<file path="config.mk">
export PLATFORM = sky130hd
export DESIGN_NAME = hazard_controller
export DESIGN_NICKNAME = d
export VERILOG_FILES = /design/src/rtl/hazard_pkg.sv /design/src/rtl/hc_pending_counter.sv /design/src/rtl/hazard_controller.sv
export SDC_FILE = /design/constraint.sdc
export NUM_CORES = 1
export LEC_CHECK = 0
export ABC_AREA = 1
export CAP_MARGIN = 15
export CORE_MARGIN = 2
export CORE_UTILIZATION = 52
export DETAILED_ROUTE_END_ITERATION = 16
export PLACE_DENSITY = 0.88
export REMOVE_ABC_BUFFERS = 1
export SETUP_SLACK_MARGIN = 0.3
export SLEW_MARGIN = 25
export SYNTH_ARGS = -nofsm -noshare
export SYNTH_HDL_FRONTEND = slang
export SYNTH_SLANG_ARGS = --single-unit
export TNS_END_PERCENT = 5
</file>
<file path="constraint.sdc">
create_clock -name clock -period 3 [get_ports clock]
set_input_delay 0.9 -clock clock [delete_from_list [all_inputs] [get_ports clock]]
set_output_delay 0.9 -clock clock [all_outputs]
set_load 0.02 [all_outputs]
</file>
<file path="src/rtl/hazard_pkg.sv">
// Shared types and sizing for the RV32E issue hazard controller.
//   hc_state_t     : controller sequencing states
//   REG_IDX_W      : register index width
//   NUM_REGS_E     : architectural register count (x0 never tracked)
//   MAX_PENDING_D  : default outstanding writes per register
//   REFILL_HOLD_D  : default post-flush issue hold, in cycles
package hazard_pkg;

  localparam int unsigned REG_IDX_W     = 4;
  localparam int unsigned NUM_REGS_E    = 16;
  localparam int unsigned MAX_PENDING_D = 3;
  localparam int unsigned REFILL_HOLD_D = 2;

  typedef enum logic [1:0] {
    HC_RUN    = 2'd0,
    HC_FLUSH  = 2'd1,
    HC_REFILL = 2'd2
  } hc_state_t;

endpackage

</file>
<file path="src/rtl/hc_pending_counter.sv">
// Saturating up/down counter of outstanding writebacks for one register.
//   clock, nreset : clock and async active-low reset
//   inc           : a write to this register issues
//   dec           : a write to this register retires
//   clr           : drop all outstanding entries (squash)
//   count         : current outstanding count
//   busy          : registered count != 0
//   underflow_c   : retire seen with nothing outstanding (combinational)
module hc_pending_counter
  import hazard_pkg::*;
#(
  parameter int unsigned MAX_COUNT = 3,
  localparam int unsigned CNT_W    = $clog2(MAX_COUNT + 1)
) (
  input  logic             clock,
  input  logic             nreset,
  input  logic             inc,
  input  logic             dec,
  input  logic             clr,
  output logic [CNT_W-1:0] count,
  output logic             busy,
  output logic             underflow_c
);

  logic [CNT_W-1:0] count_next;

  // Next count; simultaneous inc/dec nets to no change.
  always_comb begin
    count_next  = count;
    underflow_c = dec && !clr && (count == '0);
    if (clr) begin
      count_next = '0;
    end else if (inc && !dec) begin
      if (count != CNT_W'(MAX_COUNT)) count_next = count + CNT_W'(1);
    end else if (dec && !inc) begin
      if (count != '0) count_next = count - CNT_W'(1);
    end
  end

  // Count and busy flag registers.
  always_ff @(posedge clock or negedge nreset) begin
    if (!nreset) begin
      count <= '0;
      busy  <= 1'b0;
    end else begin
      count <= count_next;
      busy  <= (count_next != '0);
    end
  end

endmodule

</file>
<file path="src/rtl/hazard_controller.sv">
// Issue scheduler between decode and execute: per-register writeback scoreboard,
// RAW/overflow stall, and redirect sequencing (flush pulse, then refill hold).
// Optional HAZARD_WB_BYPASS_EN waives a source hazard when its last pending write
// retires in the same cycle.
//   clock, nreset          : clock and async active-low reset
//   issue_*                : decode instruction presentation; issue_ready grants
//   wb_valid, wb_rd        : execute register writeback
//   redirect_valid/_pc     : execute taken branch/jump
//   flush                  : decode/fetch flush
//   fetch_redirect_valid/_pc : one-cycle redirect to fetch with latched target
//   busy_mask              : per-register pending != 0
//   error                  : sticky writeback-underflow error
module hazard_controller
  import hazard_pkg::*;
#(
  parameter int unsigned MAX_PENDING = MAX_PENDING_D,
  parameter int unsigned REFILL_HOLD = REFILL_HOLD_D
) (
  input  logic                  clock,
  input  logic                  nreset,
  input  logic                  issue_valid,
  input  logic [REG_IDX_W-1:0]  issue_rs1,
  input  logic [REG_IDX_W-1:0]  issue_rs2,
  input  logic                  issue_uses_rs1,
  input  logic                  issue_uses_rs2,
  input  logic [REG_IDX_W-1:0]  issue_rd,
  input  logic                  issue_writes_rd,
  output logic                  issue_ready,
  input  logic                  wb_valid,
  input  logic [REG_IDX_W-1:0]  wb_rd,
  input  logic                  redirect_valid,
  input  logic [31:0]           redirect_pc,
  output logic                  flush,
  output logic                  fetch_redirect_valid,
  output logic [31:0]           fetch_redirect_pc,
  output logic [NUM_REGS_E-1:0] busy_mask,
  output logic                  error
);

  localparam int unsigned CNT_W  = $clog2(MAX_PENDING + 1);
  localparam int unsigned HOLD_W = 4;

  hc_state_t         state, state_next;
  logic [HOLD_W-1:0] hold_cnt, hold_cnt_next;

  logic [CNT_W-1:0]      count [NUM_REGS_E];
  logic [NUM_REGS_E-1:0] busy_q;
  logic [NUM_REGS_E-1:0] underflow;

  logic hazard_rs1, hazard_rs2, hazard_rd;
  logic fire_wr, wb_run, clr;

  // x0 is hard-wired idle.
  assign count[0]     = '0;
  assign busy_q[0]    = 1'b0;
  assign underflow[0] = 1'b0;
  assign busy_mask    = busy_q;

  // Hazard detection and issue grant.
  always_comb begin
    hazard_rs1 = issue_uses_rs1 && busy_q[issue_rs1];
    hazard_rs2 = issue_uses_rs2 && busy_q[issue_rs2];
`ifdef HAZARD_WB_BYPASS_EN
    if (wb_valid && (wb_rd == issue_rs1) && (count[issue_rs1] == CNT_W'(1))) hazard_rs1 = 1'b0;
    if (wb_valid && (wb_rd == issue_rs2) && (count[issue_rs2] == CNT_W'(1))) hazard_rs2 = 1'b0;
`endif
    hazard_rd   = issue_writes_rd && (issue_rd != '0) &&
                  (count[issue_rd] == CNT_W'(MAX_PENDING));
    issue_ready = (state == HC_RUN) && !error && !hazard_rs1 && !hazard_rs2 && !hazard_rd;
    // A fire coinciding with a redirect is squashed and never scoreboarded.
    fire_wr     = issue_valid && issue_ready && !redirect_valid &&
                  issue_writes_rd && (issue_rd != '0);
    wb_run      = wb_valid && (state == HC_RUN);
    clr         = (state == HC_FLUSH);
  end

  // One pending counter per tracked register.
  for (genvar r = 1; r < NUM_REGS_E; r++) begin : g_pending
    hc_pending_counter #(.MAX_COUNT(MAX_PENDING)) u_cnt (
      .clock       (clock),
      .nreset      (nreset),
      .inc         (fire_wr && (issue_rd == REG_IDX_W'(r))),
      .dec         (wb_run && (wb_rd == REG_IDX_W'(r))),
      .clr         (clr),
      .count       (count[r]),
      .busy        (busy_q[r]),
      .underflow_c (underflow[r])
    );
  end

  // Redirect sequencing: any redirect (re)enters FLUSH; REFILL counts down the hold.
  always_comb begin
    state_next    = state;
    hold_cnt_next = hold_cnt;
    case (state)
      HC_RUN: begin
        if (redirect_valid) state_next = HC_FLUSH;
      end
      HC_FLUSH: begin
        if (!redirect_valid) begin
          state_next    = HC_REFILL;
          hold_cnt_next = HOLD_W'(REFILL_HOLD - 1);
        end
      end
      HC_REFILL: begin
        if (redirect_valid) begin
          state_next = HC_FLUSH;
        end else if (hold_cnt == '0) begin
          state_next = HC_RUN;
        end else begin
          hold_cnt_next = hold_cnt - HOLD_W'(1);
        end
      end
      default: state_next = HC_RUN;
    endcase
  end

  // State and registered outputs; flush and fetch redirect align with FLUSH.
  always_ff @(posedge clock or negedge nreset) begin
    if (!nreset) begin
      state                <= HC_RUN;
      hold_cnt             <= '0;
      flush                <= 1'b0;
      fetch_redirect_valid <= 1'b0;
      fetch_redirect_pc    <= '0;
      error                <= 1'b0;
    end else begin
      state                <= state_next;
      hold_cnt             <= hold_cnt_next;
      flush                <= (state_next == HC_FLUSH);
      fetch_redirect_valid <= (state_next == HC_FLUSH);
      if (redirect_valid) fetch_redirect_pc <= redirect_pc;
      error                <= error || (|underflow);
    end
  end

endmodule
</file>
==> impl_metrics.xml, run 1 <==
<?xml version="1.0" encoding="UTF-8"?>
<metrics>
  <group name="final_layout">
    <metric name="mostFrequentLayoutCells" unit="">288 x nand2_1, 115 x inv_1, 92 x clkdlybuf4s50_1, 85 x dfrtp_1, 84 x nand3_1</metric>
    <metric name="most_common_cell_after_layout_fill_and_taps_aside" unit="">nand2_1</metric>
    <metric name="fin_area" unit="µm²">6890</metric>
    <metric name="area_growth" unit="%">29.2</metric>
    <metric name="post-route-util" unit="">0.698</metric>
    <metric name="instances_no_fill" unit="">1041</metric>
    <metric name="antennaDiodeCount" unit="">0</metric>
    <metric name="num-nets-final" unit="">961</metric>
    <metric name="drive_above_1_share" unit="">0.120</metric>
    <metric name="fillers" unit="">775</metric>
    <metric name="final-seq-area" unit="µm²">2130</metric>
    <metric name="total_area_of_multi_input_combinational_cells" unit="µm²">2580</metric>
  </group>
  <group name="routing">
    <metric name="routedWlPerCell" unit="µm">13.2</metric>
    <metric name="route.detailed.vias_per_inst" unit="">5.14</metric>
    <metric name="drt_iter0_drc" unit="">498</metric>
    <metric name="vias" unit="">5348</metric>
    <metric name="post-route-drc-count" unit="">0</metric>
    <metric name="ant_nets" unit="">0</metric>
    <metric name="detail_route.first_pass.iterations" unit="">5</metric>
    <metric name="wirelength" unit="µm">13800</metric>
  </group>
  <group name="cts">
    <metric name="tritoncts_clock_tree" unit="">yes</metric>
    <metric name="clk_root_buf" unit="">clkbuf_8</metric>
    <metric name="clockBufferDepth" unit="">2</metric>
    <metric name="cts-htree-levels" unit="">3</metric>
    <metric name="clk_latency" unit="ns">0.38</metric>
    <metric name="clkSinkCount" unit="">85</metric>
    <metric name="worst_setup_hold_path_clk_slew" unit="ns">0.09</metric>
    <metric name="cts_inserted_buffers" unit="">9</metric>
  </group>
  <group name="grt">
    <metric name="grt_start_max_net_pins" unit="">65</metric>
    <metric name="grt_pass1_wl" unit="µm">22400</metric>
    <metric name="antenna_found_initial" unit="">0</metric>
    <metric name="gr-total-overflow" unit="">0</metric>
    <metric name="first_global_vias" unit="">4895</metric>
    <metric name="groute.usage.overall" unit="">0.250</metric>
  </group>
  <group name="min_path">
    <metric name="holdCritPathClass" unit="">input port to asynchronous set/reset pin</metric>
  </group>
  <group name="floorplanning">
    <metric name="dieHeight" unit="µm">105</metric>
    <metric name="core_area" unit="µm²">9860</metric>
    <metric name="initial_utilization" unit="">0.540</metric>
    <metric name="fp-row-count" unit="">36</metric>
    <metric name="num_io_pins" unit="">108</metric>
    <metric name="fp.dieArea" unit="µm²">11100</metric>
    <metric name="die_w" unit="µm">105</metric>
  </group>
  <group name="timing">
    <metric name="post-route-worst-setup-slack" unit="ns">0.0404</metric>
    <metric name="setup_violations" unit="">0</metric>
    <metric name="rsz_0062_raised_after_global_routing" unit="">true</metric>
    <metric name="hold-worst-slack" unit="ns">0.414</metric>
    <metric name="clock-skew-final" unit="ns">0.0118</metric>
    <metric name="timing.final.hold_violations" unit="">0</metric>
    <metric name="timing_max_transition_violations_final" unit="">0</metric>
    <metric name="timing.fmax" unit="MHz">338</metric>
    <metric name="layout_min_cycle_time" unit="ns">2.96</metric>
    <metric name="period_share" unit="">0.987</metric>
  </group>
  <group name="synth">
    <metric name="yosysSeqAreaShare" unit="">0.399</metric>
    <metric name="synth.yosys.warnings" unit="">0</metric>
    <metric name="synth_cell_types" unit="">36</metric>
    <metric name="synthesis.instances" unit="">789</metric>
    <metric name="netlist_area" unit="µm²">5330</metric>
    <metric name="yosys_register_bits" unit="">85</metric>
    <metric name="netlist.area_leader.share" unit="">0.399</metric>
    <metric name="netlist_top_cells_area" unit="">dfrtp_1 40%, nand2_1 21%, inv_1 8.4%</metric>
    <metric name="synth.avg_cell_area" unit="µm²">6.75</metric>
    <metric name="synth_area_leader_cell" unit="">dfrtp_1</metric>
  </group>
  <group name="placement">
    <metric name="place_congestion" unit="">0.977</metric>
    <metric name="dpl-instance-area" unit="µm²">6550</metric>
    <metric name="place.port_buffers" unit="">106</metric>
    <metric name="post-dp-hpwl" unit="µm">10200</metric>
    <metric name="pre_cts_slack" unit="ns">-0.967</metric>
    <metric name="placedCellCount" unit="">1019</metric>
  </group>
  <group name="worst_setup_path">
    <metric name="crit_fanout" unit="">6</metric>
    <metric name="critPathMaxStageDelay" unit="ns">0.21</metric>
    <metric name="critical_path.endpoint_type" unit="">output pin</metric>
    <metric name="cp.required" unit="ns">2.10</metric>
    <metric name="cp_cell_sequence" unit="">buf_6, nor2_4, nand2_1, o211ai_1, nand2_1, o21ai_2, inv_2, nand2_2, nand2_4, nand2_4, inv_2, buf_6</metric>
    <metric name="critical_path_buf_inv_count" unit="">4</metric>
    <metric name="crit_path_start_kind" unit="">input port</metric>
    <metric name="arrival_time_of_data_at_the_critical_path_endpoint" unit="ns">2.06</metric>
    <metric name="critical-path-slowest-cell" unit="">nor2_4</metric>
    <metric name="cpLargestDelayFamily" unit="">simple AND/OR/NAND/NOR gates</metric>
    <metric name="timing_worst_setup_path_type" unit="">input port to output pin</metric>
  </group>
  <group name="job">
    <metric name="max_cap_viol_count" unit="">0</metric>
  </group>
  <group name="power">
    <metric name="power_density_relative_to_cell_area" unit="nW/µm²">375</metric>
    <metric name="power.ir.vdd_worst" unit="V">0.000256</metric>
    <metric name="leakagePower" unit="nW">3.64</metric>
  </group>
  <group name="outcome">
    <metric name="run_status" unit="">finished, final reports clean</metric>
  </group>
</metrics>
-- state kept, by name, indices dropped and copies added (netlist names) --
name and cells:
fetch_redirect_valid 1, state 2, g_pending.u_cnt.busy 15, error 1, hold_cnt 4, fetch_redirect_pc 32
g_pending.u_cnt.count 30
-- stage by stage --
step	total power [mW]	setup TNS, ns
3_5_place_dp	1.78	-13.89
6_report	2.58	0
2_1_floorplan	1.49	-0.0128
3_3_place_gp	1.77	-12.28
4_1_cts	2.58	0
5_1_grt	2.71	-0.0339
-- report_power, final --
group	internal (mW)	leakage, nW	switching (mW)
Combinational	0.230	2.44	0.295
Sequential	1.21	1.11	0.0446
Clock	0.355	0.0901	0.449
Total	1.79	3.64	0.789
-- final timing paths --
kind / startpoint / end / slack [ns] / depth (start not counted)
setup / recovery: issue_rd[1] / issue_ready / 0.04 / 12
max in group asynchronous: nreset / g_pending[3].u_cnt.count[0]$_DFF_PN0_ / 1.97 / 2
hold reg to reg: fetch_redirect_pc[4]$_DFFE_PN0P_ / fetch_redirect_pc[4]$_DFFE_PN0P_ / 0.48 / 2
hold / removal: nreset / g_pending[14].u_cnt.count[1]$_DFF_PN0_ / 0.41 / 1
min in group clock: fetch_redirect_pc[4]$_DFFE_PN0P_ / fetch_redirect_pc[4]$_DFFE_PN0P_ / 0.48 / 2
setup reg to reg: g_pending[11].u_cnt.count[0]$_DFF_PN0_ / g_pending[1].u_cnt.busy$_DFF_PN0_ / 0.60 / 17
-- Yosys cell counts (all sizes together) --
cell type	number
inv	129
nand3b	1
nand3	86
buf	27
o22ai	1
ha	2
clkbuf	6
a21oi	9
clkinv	2
o21ai	31
o211ai	1
nand2	297
nor4	1
a22oi	1
or4	1
nor3	5
dfrtp	85
nor2	76
nand4	25
o2111ai	1
xor2	1
conb	1
-- what timing repair did --
item	in CTS	in global routing
setup endpoints to repair	46	11
hold buffers	0	0
setup buffers	1	4
cloned	0	1
gates resized for setup	74	13
pin swaps	16	18
-- kinds of logic (layout without fill, tap and decap cells) --
kind of cell,count (synthesis),after routing,synth area share
other,1,1,0.000704
AND/OR/NAND/NOR,492,493,0.415
flip-flops,85,85,0.399
buffers and inverters,164,282,0.135
XOR/XNOR,1,1,0.00164
AO/OA/AOI/OAI,44,44,0.0439
adder cells (fa/ha/maj),2,2,0.00470
-- layout make-up --
cell class / count / share of cell area
clock buffers: 11 / 0.0220
clock inverters: 5 / 0.00618
inverters: 131 / 0.0736
multi-input cells: 541 / 0.374
flip-flops and latches: 85 / 0.309
well taps: 133 / 0.0242
repair buffers: 135 / 0.191
-- per-layer routing --
layer	wire length (µm)	track usage	part of all wire	vias up
li1	-	-	-	2656
met1	5850	0.322	0.42	2406
met2	6360	0.415	0.46	253
met3	1320	0.0730	0.096	33
met4	248	0.0600	0.018	0
met5	0	0	0	-
(Power assumes the default switching activity.)
==> run 2: changes to the inputs <==
SLEW_MARGIN = 20   (was 25)
==> results of run 2 <==
No change in the layout: final DEF, timing and power equal those of run 1.
==> run 3: changes to the inputs <==
ABC_CLOCK_PERIOD_IN_PS = 3000   (was default)
CELL_PAD_IN_SITES_DETAIL_PLACEMENT = 1   (was default)
CELL_PAD_IN_SITES_GLOBAL_PLACEMENT = 2   (was default)
CORE_UTILIZATION = 29   (was 52)
CTS_BUF_LIST = sky130_fd_sc_hd__clkbuf_8   (was default)
PLACE_DENSITY = 0.9   (was 0.88)
==> impl_metrics.xml, run 3 (synthesis gave the netlist of run 1 again) <==
<?xml version="1.0" encoding="UTF-8"?>
<metrics>
  <group name="outcome">
    <metric name="run_status" unit="">finished, final reports clean</metric>
  </group>
  <group name="grt">
    <metric name="gr-total-overflow" unit="">0</metric>
    <metric name="first_global_vias" unit="">5454</metric>
    <metric name="grt_start_max_net_pins" unit="">39</metric>
    <metric name="groute.usage.overall" unit="">0.176</metric>
    <metric name="grt_pass1_wl" unit="µm">27700</metric>
    <metric name="antenna_found_initial" unit="">0</metric>
  </group>
  <group name="worst_setup_path">
    <metric name="cp.required" unit="ns">2.10</metric>
    <metric name="crit_path_start_kind" unit="">input port</metric>
    <metric name="crit_fanout" unit="">6</metric>
    <metric name="cp_cell_sequence" unit="">buf_12, buf_8, nand2_1, o21ai_2, nand2_1, nand2_1, nand2_1, nand2_1, nor2_2, nor2_2, nand2_4, nand2_4, inv_2, buf_6</metric>
    <metric name="critical_path.endpoint_type" unit="">output pin</metric>
    <metric name="timing_worst_setup_path_type" unit="">input port to output pin</metric>
    <metric name="critPathMaxStageDelay" unit="ns">0.13</metric>
    <metric name="critPathLaunch" unit="">issue_rd[0]</metric>
    <metric name="arrival_time_of_data_at_the_critical_path_endpoint" unit="ns">1.99</metric>
    <metric name="reg2reg_start" unit="">g_pending[8].u_cnt.busy$_DFF_PN0_</metric>
    <metric name="critical-path-slowest-cell" unit="">buf_8</metric>
    <metric name="cp_common_cell" unit="">nand2_1</metric>
  </group>
  <group name="placement">
    <metric name="pre_cts_slack" unit="ns">-0.993</metric>
    <metric name="place_congestion" unit="">0.868</metric>
    <metric name="post-dp-hpwl" unit="µm">13200</metric>
    <metric name="place.port_buffers" unit="">106</metric>
  </group>
  <group name="floorplanning">
    <metric name="num_io_pins" unit="">108</metric>
    <metric name="die_w" unit="µm">140</metric>
    <metric name="fp-row-count" unit="">49</metric>
    <metric name="dieHeight" unit="µm">140</metric>
    <metric name="fp.dieArea" unit="µm²">19500</metric>
    <metric name="initial_utilization" unit="">0.296</metric>
    <metric name="core_area" unit="µm²">18000</metric>
  </group>
  <group name="final_layout">
    <metric name="registers.top_by_ff_count" unit="">fetch_redirect_pc</metric>
    <metric name="reg.largest.list" unit="">fetch_redirect_pc (32), g_pending.u_cnt.count (30), g_pending.u_cnt.busy (15)</metric>
    <metric name="fillers" unit="">2301</metric>
    <metric name="drive_above_1_share" unit="">0.123</metric>
    <metric name="final-seq-area" unit="µm²">2130</metric>
    <metric name="total_area_of_multi_input_combinational_cells" unit="µm²">2560</metric>
    <metric name="antennaDiodeCount" unit="">0</metric>
    <metric name="area_growth" unit="%">32.7</metric>
    <metric name="mostFrequentLayoutCells" unit="">290 x nand2_1, 115 x inv_1, 92 x clkdlybuf4s50_1, 85 x dfrtp_1, 83 x nand3_1</metric>
    <metric name="largest_reg_flops" unit="">32</metric>
    <metric name="most_common_cell_after_layout_fill_and_taps_aside" unit="">nand2_1</metric>
    <metric name="num-nets-final" unit="">965</metric>
  </group>
  <group name="routing">
    <metric name="detail_route.first_pass.iterations" unit="">4</metric>
    <metric name="post-route-drc-count" unit="">0</metric>
    <metric name="drt_iter0_drc" unit="">188</metric>
    <metric name="vias" unit="">5271</metric>
    <metric name="route.detailed.vias_per_inst" unit="">4.62</metric>
    <metric name="routedWlPerCell" unit="µm">14.5</metric>
    <metric name="ant_nets" unit="">0</metric>
    <metric name="wirelength" unit="µm">16600</metric>
  </group>
  <group name="power">
    <metric name="netSwitchingFraction" unit="">0.330</metric>
    <metric name="internal_power" unit="mW">1.78</metric>
    <metric name="power.ir.vdd_worst" unit="V">0.000240</metric>
    <metric name="leakagePower" unit="nW">3.68</metric>
    <metric name="power.net_switching" unit="mW">0.875</metric>
    <metric name="clock_network_power_share" unit="">0.323</metric>
    <metric name="power_density_relative_to_cell_area" unit="nW/µm²">375</metric>
    <metric name="share_seq_of_total_power" unit="">0.473</metric>
    <metric name="comb_power_share" unit="">0.204</metric>
  </group>
  <group name="cts">
    <metric name="clk_latency" unit="ns">0.40</metric>
    <metric name="clockBufferDepth" unit="">2</metric>
    <metric name="clkSinkCount" unit="">85</metric>
    <metric name="post_cts_hold_buffer_count" unit="">0</metric>
    <metric name="clk_root_buf" unit="">clkbuf_8</metric>
    <metric name="tritoncts_clock_tree" unit="">yes</metric>
    <metric name="cts_inserted_buffers" unit="">9</metric>
    <metric name="worst_setup_hold_path_clk_slew" unit="ns">0.10</metric>
    <metric name="cts-htree-levels" unit="">3</metric>
  </group>
  <group name="timing">
    <metric name="period_share" unit="">0.965</metric>
    <metric name="timing.final.hold_violations" unit="">0</metric>
    <metric name="clock-skew-final" unit="ns">0.0321</metric>
    <metric name="rsz_0062_raised_after_global_routing" unit="">true</metric>
    <metric name="layout_min_cycle_time" unit="ns">2.89</metric>
    <metric name="hold-worst-slack" unit="ns">0.405</metric>
    <metric name="timing_max_transition_violations_final" unit="">0</metric>
    <metric name="setup_violations" unit="">0</metric>
    <metric name="post-route-worst-setup-slack" unit="ns">0.105</metric>
    <metric name="timing.fmax" unit="MHz">345</metric>
  </group>
  <group name="job">
    <metric name="max_cap_viol_count" unit="">0</metric>
  </group>
  <group name="min_path">
    <metric name="holdCritPathClass" unit="">input port to asynchronous set/reset pin</metric>
  </group>
</metrics>
-- run 3: critical path, delay by kind of cell --
family,cells,cell delay (ns)
buffers and inverters,4,0.40
AO/OA/AOI/OAI,1,0.06
AND/OR/NAND/NOR,9,0.62
-- run 3: per-layer routing --
| layer | track usage | wire length, µm | vias up |
|---|---|---|---|
| li1 | - | - | 2657 |
| met1 | 0.226 | 7760 | 2464 |
| met2 | 0.286 | 7340 | 134 |
| met3 | 0.0671 | 1280 | 16 |
| met4 | 0.0347 | 209 | 0 |
| met5 | 0 | 0 | - |
-- run 3: area by class of cell --
type | instances | share of cell area
flip-flops and latches | 85 | 0.301
well taps | 229 | 0.0405
clock buffers | 9 | 0.0175
clock inverters | 7 | 0.0113
repair buffers | 140 | 0.196
multi-input cells | 540 | 0.362
inverters | 131 | 0.0720
-- run 3: stage by stage --
step	TNS [ns]	instances	power, mW	instance area [µm²]	utilization
2_1_floorplan	-0.0128	756	1.49	5100	-
3_3_place_gp	-14.71	1123	1.80	6730	0.373
3_5_place_dp	-17.12	1123	1.81	6730	0.373
4_1_cts	0	1141	2.69	7060	0.392
5_1_grt	0	1141	2.79	7070	0.392
6_report	0	1141	2.65	7070	0.392
-- run 3: path summary, 6_finish.rpt --
| kind | end | slack [ns] | depth (start not counted) |
|---|---|---|---|
| worst max-delay path | issue_ready | 0.11 | 14 |
| worst min-delay path | fetch_redirect_pc[4]$_DFFE_PN0P_ | 0.41 | 1 |
| worst max register to register | g_pending[1].u_cnt.busy$_DFF_PN0_ | 0.57 | 16 |
| worst min register to register | hold_cnt[3]$_DFFE_PN0P_ | 0.47 | 1 |
| max in group asynchronous | error$_DFF_PN0_ | 1.92 | 2 |
| min in group clock | hold_cnt[3]$_DFFE_PN0P_ | 0.47 | 1 |
-- run 3: timing repair --
action / 4_1_cts / 5_1_grt
resized for setup: 91 / 3
setup endpoints to repair: 46 / 8
pin swaps: 17 / 4
setup buffers: 2 / 0
-- run 3: power groups by stage --
stage	registers (mW)	logic (mW)	clock network, mW
2_1_floorplan	1.32	0.170	0
3_3_place_gp	1.27	0.521	0
3_5_place_dp	1.28	0.529	0
4_1_cts	1.26	0.547	0.890
5_1_grt	1.26	0.598	0.932
6_report	1.25	0.540	0.856
